[config.mk]
export PLATFORM = sky130hd
export DESIGN_NAME = uart_tx_fifo
export DESIGN_NICKNAME = d
export VERILOG_FILES = /design/src/rtl/uart_tx_fifo.sv
export SDC_FILE = /design/constraint.sdc
export NUM_CORES = 1
export LEC_CHECK = 0
export ABC_AREA = 1
export BUFFER_PORTS_ARGS = -buffer_cell sky130_fd_sc_hd__buf_2
export CAP_MARGIN = 20
export CORE_ASPECT_RATIO = 1.4
export CORE_MARGIN = 2
export CORE_UTILIZATION = 55
export CTS_CLUSTER_SIZE = 10
export DETAILED_ROUTE_END_ITERATION = 8
export PLACE_DENSITY = 0.73
export SKIP_CTS_REPAIR_TIMING = 1
export SYNTH_ARGS = -nofsm -noshare
export SYNTH_HDL_FRONTEND = slang
export SYNTH_SLANG_ARGS = --single-unit
export TNS_END_PERCENT = 50
[constraint.sdc]
create_clock -name clk_in -period 2.53 [get_ports clk_in]
set_input_delay 0.6325 -clock clk_in [delete_from_list [all_inputs] [get_ports clk_in]]
set_output_delay 0.6325 -clock clk_in [all_outputs]
set_load 0.01 [all_outputs]
[src/rtl/uart_tx_fifo.sv]
// UART transmitter with a byte FIFO and active-low CTS flow control; 8N1 by default,
// 8E1 when UART_TX_PARITY_EN is defined.
module uart_tx_fifo #(
   parameter int BAUD_COUNT = 645,
   parameter int FIFO_DEPTH = 16,
   parameter int STOP_BITS  = 1
) (
   input  logic                          clk_in,
   input  logic                          rst_in,
   input  logic [7:0]                    data_in,
   input  logic                          valid_in,
   output logic                          ready_out,
   input  logic                          cts_n_in,
   output logic                          tx_out,
   output logic                          busy_out,
   output logic [$clog2(FIFO_DEPTH):0]   fifo_count_out
);

   localparam int PW = $clog2(FIFO_DEPTH);
   localparam int CW = PW + 1;
   localparam int BW = $clog2(BAUD_COUNT + 1);
   localparam logic [BW-1:0] BAUD_LAST = BW'(BAUD_COUNT - 1);
   localparam logic          STOP_LAST = 1'(STOP_BITS - 1);

   typedef enum logic [2:0] {
      IDLE,
      START,
      DATA,
`ifdef UART_TX_PARITY_EN
      PARITY,
`endif
      STOP
   } state_t;

   logic [7:0]    mem [FIFO_DEPTH];
   logic [PW-1:0] wr_ptr_q, wr_ptr_d;
   logic [PW-1:0] rd_ptr_q, rd_ptr_d;
   logic [CW-1:0] count_q, count_d;
   logic          ready_q, ready_d;

   state_t        state_q, state_d;
   logic [BW-1:0] baud_q, baud_d;
   logic [2:0]    bit_q, bit_d;
   logic          stop_q, stop_d;
   logic [7:0]    shift_q, shift_d;
   logic          par_q, par_d;
   logic          tx_q, tx_d;
   logic          busy_q, busy_d;

   logic push, pop, launch, baud_wrap, start_ok;

   assign push      = valid_in && ready_q;
   assign baud_wrap = (baud_q == BAUD_LAST);
   assign start_ok  = (count_q != '0) && !cts_n_in;

   // Frame sequencing; a new frame may launch from IDLE or straight out of the last stop bit.
   always_comb begin
      state_d = state_q;
      baud_d  = baud_q;
      bit_d   = bit_q;
      stop_d  = stop_q;
      shift_d = shift_q;
      par_d   = par_q;
      tx_d    = tx_q;
      busy_d  = busy_q;
      launch  = 1'b0;
      if (state_q != IDLE) begin
         baud_d = baud_wrap ? '0 : baud_q + 1'b1;
      end
      case (state_q)
         IDLE: begin
            tx_d   = 1'b1;
            busy_d = 1'b0;
            launch = start_ok;
         end
         START: begin
            if (baud_wrap) begin
               state_d = DATA;
               bit_d   = 3'd0;
               tx_d    = shift_q[0];
            end
         end
         DATA: begin
            if (baud_wrap) begin
               shift_d = shift_q >> 1;
               if (bit_q == 3'd7) begin
`ifdef UART_TX_PARITY_EN
                  state_d = PARITY;
                  tx_d    = par_q;
`else
                  state_d = STOP;
                  stop_d  = 1'b0;
                  tx_d    = 1'b1;
`endif
               end else begin
                  bit_d = bit_q + 3'd1;
                  tx_d  = shift_q[1];
               end
            end
         end
`ifdef UART_TX_PARITY_EN
         PARITY: begin
            if (baud_wrap) begin
               state_d = STOP;
               stop_d  = 1'b0;
               tx_d    = 1'b1;
            end
         end
`endif
         STOP: begin
            if (baud_wrap) begin
               if (stop_q == STOP_LAST) begin
                  if (start_ok) begin
                     launch = 1'b1;
                  end else begin
                     state_d = IDLE;
                     tx_d    = 1'b1;
                     busy_d  = 1'b0;
                  end
               end else begin
                  stop_d = 1'b1;
               end
            end
         end
         default: state_d = IDLE;
      endcase
      if (launch) begin
         state_d = START;
         shift_d = mem[rd_ptr_q];
         par_d   = ^mem[rd_ptr_q];
         baud_d  = '0;
         tx_d    = 1'b0;
         busy_d  = 1'b1;
      end
   end

   // A pop only occurs on launch, which already requires a non-empty FIFO.
   always_comb begin
      pop      = launch;
      wr_ptr_d = push ? wr_ptr_q + 1'b1 : wr_ptr_q;
      rd_ptr_d = pop ? rd_ptr_q + 1'b1 : rd_ptr_q;
      count_d  = count_q + CW'(push) - CW'(pop);
      ready_d  = (count_d != CW'(FIFO_DEPTH));
   end

   always_ff @(posedge clk_in) begin
      if (push) begin
         mem[wr_ptr_q] <= data_in;
      end
   end

   always_ff @(posedge clk_in or posedge rst_in) begin
      if (rst_in) begin
         wr_ptr_q <= '0;
         rd_ptr_q <= '0;
         count_q  <= '0;
         ready_q  <= 1'b0;
         state_q  <= IDLE;
         baud_q   <= '0;
         bit_q    <= 3'd0;
         stop_q   <= 1'b0;
         shift_q  <= 8'h00;
         par_q    <= 1'b0;
         tx_q     <= 1'b1;
         busy_q   <= 1'b0;
      end else begin
         wr_ptr_q <= wr_ptr_d;
         rd_ptr_q <= rd_ptr_d;
         count_q  <= count_d;
         ready_q  <= ready_d;
         state_q  <= state_d;
         baud_q   <= baud_d;
         bit_q    <= bit_d;
         stop_q   <= stop_d;
         shift_q  <= shift_d;
         par_q    <= par_d;
         tx_q     <= tx_d;
         busy_q   <= busy_d;
      end
   end

   assign tx_out         = tx_q;
   assign busy_out       = busy_q;
   assign ready_out      = ready_q;
   assign fifo_count_out = count_q;

endmodule

After elaboration in Yosys (flattened, before gate mapping)
Memory sizes are Yosys's and may differ from the RTL's.
Index checks and enable logic that the tools add are counted.
{"block": "word_totals", "reg_bits": 41, "mem_bits_rw": 128, "inputBits": 12, "output_inout_bits": 8, "wordCells": 97, "memories": 1}
{"memory": "mem", "words": 16, "word_bits": 8, "rd": 1, "rd_ports_with_merged_regs": 0, "write_ports": 1, "line_no": "35", "text": "logic [7:0] mem [FIFO_DEPTH];"}
{"block": "classes", "add_sub_neg": 6, "eq_ne": 18, "muxes": 42, "n_reduce_logical": 19}
{"cell": "$mux 10", "count": 3}
{"cell": "$mux 3", "count": 10}
{"cell": "$mux 8", "count": 3}
{"cell": "$mux 1", "count": 20}
{"cell": "$ne 3x3->1 const B", "count": 6}
{"cell": "$ne 2x2->1 const B", "count": 6}
{"cell": "$pmux 3 s4", "count": 1}
{"cell": "$reduce_and 4->1", "count": 3}
{"cell": "$add 10x1->10 const B", "count": 1}
{"cell": "$eq 10x10->1 const B", "count": 1}
{"cell": "$reduce_bool 2->1", "count": 5}
{"cell": "$reduce_bool 5->1", "count": 2}
{"cell": "$add 4x1->4 const B", "count": 2}
{"cell": "$reduce_and 7->1", "count": 1}
{"cell": "$eq 3x2->1 const B", "count": 2}
{"cell": "$pmux 1 s2", "count": 3}
{"cell": "$pmux 3 s2", "count": 1}
{"cell": "$reduce_and 6->1", "count": 1}
{"cell": "$reduce_bool 3->1", "count": 2}
{"cell": "$add 5x1->5", "count": 1}
{"cell": "$ne 5x5->1 const B", "count": 1}
{"cell": "$sub 5x1->5", "count": 1}
{"cell": "$pmux 1 s4", "count": 1}
{"cell": "$add 3x1->3 const B", "count": 1}
{"cell": "6 further kinds", "count": 7}

Longest topological paths before layout
{"block": "depth", "depth_word": 8, "ltp_mapped": 19, "depth_no_buf": 18}

Worst setup path before layout
No wires, ideal clock.
{"block": "synth_path", "path_kind": "reg-to-reg", "from": "register state_q[0]", "to": "register ready_q (netlist: ready_out)", "setup_time_ns": 0.129, "t_arrival_ns": 2.670, "required_time_ns": 2.401, "slack_ns": -0.268, "path_stages_with_launch": 19, "path_buffers": 1, "cell_sequence": "dfrtp_1 > inv_1 > ha_1 > nor2_1 > nor2_1 > nand3_1 > inv_1 > nand2_8 > inv_4 > buf_6 > ha_1 > inv_1 > ha_1 > fa_1 > a21oi_1 > nor2_1 > nor2_1 > xor2_1 > nand2_1"}
{"block": "synth_between", "elab_chain_len": 4}
{"item": "start: declaration", "line_no": "41", "text": "state_t state_q, state_d;"}
{"item": "start signal: assignment", "line_no": "171", "text": "state_q <= state_d;"}
{"item": "$eq 3x2->1 or $logic_not 3->1 (tied branches)", "line_no": "70", "text": "case (state_q)"}
{"item": "$pmux 1 s2 (*)", "line_no": "70"}
{"item": "$sub 5x1->5 (*)", "line_no": "142", "text": "count_d = count_q + CW'(push) - CW'(pop);"}
{"item": "named net count_d[4]", "line_no": "38", "text": "logic [CW-1:0] count_q, count_d;"}
{"item": "$ne 5x5->1 (*)", "line_no": "143", "text": "ready_d = (count_d != CW'(FIFO_DEPTH));"}
{"item": "named net ready_d", "line_no": "39", "text": "logic ready_q, ready_d;"}
{"item": "end signal: assignment", "line_no": "170", "text": "ready_q <= ready_d;"}
{"item": "end: declaration", "line_no": "39"}
The timed path passes the listed nets; every way through them passes the cells marked *.
A chain may end at the register's enable or synchronous reset.

Worst setup path in the final report
{"block": "layout_path", "from": "register count_q[3] (netlist: fifo_count_out[3])", "to": "register ready_q (netlist: ready_out)"}
{"block": "layout_between", "elab_chain_len": 8}
{"item": "start: declaration", "line_no": "38"}
{"item": "start signal: assignment", "line_no": "169", "text": "count_q <= count_d;"}
{"item": "$reduce_bool 5->1", "line_no": "54", "text": "assign start_ok = (count_q != '0) && !cts_n_in;"}
{"item": "$logic_and 1x1->1", "line_no": "54"}
{"item": "$mux 1", "line_no": "113", "text": "if (start_ok) begin"}
{"item": "$mux 1", "line_no": "112", "text": "if (stop_q == STOP_LAST) begin"}
{"item": "$mux 1", "line_no": "111", "text": "if (baud_wrap) begin"}
{"item": "$pmux 1 s2", "line_no": "70"}
{"item": "$sub 5x1->5 (*)", "line_no": "142"}
{"item": "named net count_d[4]", "line_no": "38"}
{"item": "$ne 5x5->1 (*)", "line_no": "143"}
{"item": "named net ready_d", "line_no": "39"}
Marks and branches as above.

==> flow_summary.json <==
{
  "cts_htree_levels": 4,
  "multi_input_area_sq_mm": 0.002377,
  "reg2reg_depth": 18,
  "finalHoldViolCount": 0,
  "startpoint_type": "flip-flop",
  "post-place-ws_ns": -0.1007,
  "setup_violations": 1,
  "regArea_sq_mm": 0.004822,
  "synthTopCellsByArea": "edfxtp_1, dfrtp_1, nor2_1",
  "p_switching_uw": 3787,
  "powerDensity_mw_per_mm2": 1147,
  "grt-ovfl-total": 0,
  "synth.distinct_cells": 35,
  "cp-end-kind": "flip-flop",
  "avgSynthCellArea_sq_um": 10.66,
  "via_count": 5305,
  "grt_usage": 0.2382,
  "syn_area_sq_mm": 0.007433,
  "drive_gt1_frac": 0.1721,
  "worst_path_max_delay_cell": "dfrtp_1",
  "ys_seq_area_frac": 0.6485,
  "fillerInstances": 1023,
  "netlist_instances": 697,
  "maxSlewHeadroom": 0.5595,
  "drtIter0Drc": 540,
  "drv_slew": 0,
  "crit_chain": "inv_2 -> ha_4 -> inv_2 -> nor2_1 -> nand2_1 -> nand3_2 -> inv_4 -> nand2_8 -> inv_6 -> ha_4 -> inv_2 -> ha_4 -> fa_2 -> a21oi_2 -> nor2_1 -> nor2_1 -> xor2_1 -> nand2_1",
  "grt_pass1_wl_microns": 25870,
  "layout.nets": 782,
  "core-area_sq_mm": 0.01326,
  "finalClockSkew_ns": 0.01149,
  "synth.top_cells.by_count": "nor2_1, edfxtp_1, nand2_1",
  "power_frac_comb": 0.391,
  "cts_buffers": 17,
  "async_reset_ff_frac": 0.2335,
  "ir_drop_mv": 0.6896,
  "dieHeight_microns": 141.6,
  "ys_ff_latch": 167,
  "antenna_cells": 0,
  "clkPwrFrac": 0.236,
  "p_int_uw": 6029,
  "fin_tns_setup_ns": -0.07403,
  "maxCapViolCount": 0,
  "antenna_found_initial": 0,
  "grt_pass1_vias": 5061,
  "violations": "negative setup slack",
  "first_pass_iters": 5,
  "start_util": 0.5605,
  "ys_warn_count": 0,
  "finalPower_uw": 9816,
  "vias_per_cell": 5.626,
  "setup_ws_ns": -0.07403,
  "totalWireLength_microns": 16380,
  "routedWlPerCell_microns": 17.37,
  "path_delay_family": "adder cells",
  "slowest_delay_ns": 0.39,
  "crit_type": "flip-flop to flip-flop",
  "rr_startpoint": "fifo_count_out[3]",
  "die_w_microns": 102.3,
  "synth.most_common_cell": "nor2_1",
  "clk_latency_ns": 0.42,
  "regToRegSetupSlack_ns": -0.07,
  "seqPwrFrac": 0.373,
  "swShare": 0.3858,
  "yosys.area.top_type": "edfxtp_1",
  "crit_arrival_ns": 2.91,
  "gp_congestion": 0.8419,
  "fmax_mhz": 384.0,
  "crit_fanout": 2,
  "port-buffer-count": 19,
  "clockBufferDepth": 2,
  "drc": 0,
  "rsz0062_at_grt": "yes",
  "root_buffer": "clkbuf_16",
  "hpwlAfterDp_microns": 10730,
  "worst_pin_slew_ns": 0.6600,
  "timing.hold.ws_ns": 0.2970,
  "clkSinkCount": 167,
  "dieArea_sq_mm": 0.01447,
  "fin_crit_ns": 2.604,
  "final_antenna_net_count": 0,
  "status": "complete, but fails checks",
  "p_leak_uw": 0.003348,
  "hold_class": "input port to async pin",
  "grt_max_degree": 51,
  "timing.critical_path.buf_inv": 5,
  "crit_required_ns": 2.83,
  "syn-num-nets": 730,
  "netlist.area_leader.share": 0.5171,
  "synthToLayoutAreaGrowth_pct": 15.17,
  "rr_endpoint": "ready_out",
  "cts.clk_slew.worst_paths_ns": 0.07,
  "period_share": 1.029,
  "synth_edf_count": 128,
  "rows": 50,
  "io_pins": 20,
  "synth-main-ff-cell": "edfxtp_1",
  "cts_tree": "built"
}
[power by group through the flow]
| stage | registers (uW) | logic (uW) | clock network, uW |
|---|---|---|---|
| global placement | 3670 | 3440 | 0 |
| global route | 3700 | 4270 | 2480 |
| CTS | 3650 | 3630 | 2350 |
| floorplan | 3660 | 2530 | 0 |
| detailed placement | 3700 | 3600 | 0 |
| finish | 3660 | 3840 | 2320 |
[how the worst max path moves through the flow]
stage / from / endpoint / slack (ns) / cells after the start
finish: fifo_count_out[3] / ready_out / -0.07 / 18
global route: fifo_count_out[3] / ready_out / -0.25 / 18
CTS: fifo_count_out[3] / ready_out / -0.11 / 18
detailed placement: baud_q[0] / ready_out / -0.10 / 17
global placement: fifo_count_out[2] / ready_out / 0.02 / 18
floorplan: fifo_count_out[3] / ready_out / -0.13 / 19
[final cells by class]
type / count / share of cell area
Timing Repair Buffer: 62 / 0.05174
Inverter: 41 / 0.01885
Sequential cell: 167 / 0.5633
Clock buffer: 18 / 0.05013
Clock inverter: 13 / 0.01169
Tap cell: 182 / 0.02660
Multi-Input combinational cell: 460 / 0.2777
[cells in the final DEF (no fill, tap or decap), types with 6 or more instances in the layout]
cell and instances:
nand3_1 68, clkbuf_16 17, o211ai_1 7, nor2_2 6, nand2_1 96, dfrtp_1 37
nand4_1 7, inv_2 9, o21ai_0 66, xor2_1 9, buf_2 19, edfxtp_1 128
nor2_1 148, a21oi_1 7, buf_4 41, inv_1 27, ha_1 15
[flip-flops by register name, indices dropped and copies added, names as in the netlist]
signal          cells
ready_out           1
wr_ptr_q            4
tx_out              1
shift_q             8
bit_q               3
baud_q             10
rd_ptr_q            4
mem               128
state_q             2
fifo_count_out      5
busy_out            1
[per-layer routing]
layer | share of wire | wire length, microns | vias to the layer above | GRT usage
met4 | 0.030 | 494 | 0 | 0.09474
met2 | 0.53 | 8703 | 212 | 0.4159
li1 | - | - | 2472 | -
met5 | 0 | 0 | - | 0
met3 | 0.057 | 934 | 35 | 0.03892
met1 | 0.38 | 6252 | 2586 | 0.2925
[per-stage QoR]
stage,utilization,cells,cell area (sq um)
floorplan,-,697,7460
global placement,0.5981,906,7933
detailed placement,0.5981,906,7933
CTS,0.6380,937,8462
global route,0.6455,943,8561
finish,0.6455,943,8561
[worst reg2reg max path, delay by kind of cell, from the launching register on]
kind | cells | cell delay [ns]
adders and majority gates | 4 | 0.88
xor gates and xnor gates | 1 | 0.22
and+or+nand+nor | 7 | 0.60
buffers and inverters | 5 | 0.24
AOI/OAI and AO/OA | 1 | 0.15
DFF | 1 | 0.39
[kinds of logic (layout without fill, tap and decap cells)]
group           after synthesis  count (layout)  share of synthesized area
xor+xnor                      9               9                    0.01060
flops                       167             167                     0.6485
buf+inv                      70             134                    0.04174
simple gates                343             343                     0.2011
compound gates               87              87                    0.06161
fa+ha+maj                    21              21                    0.03636
(Power assumes the default switching activity.)
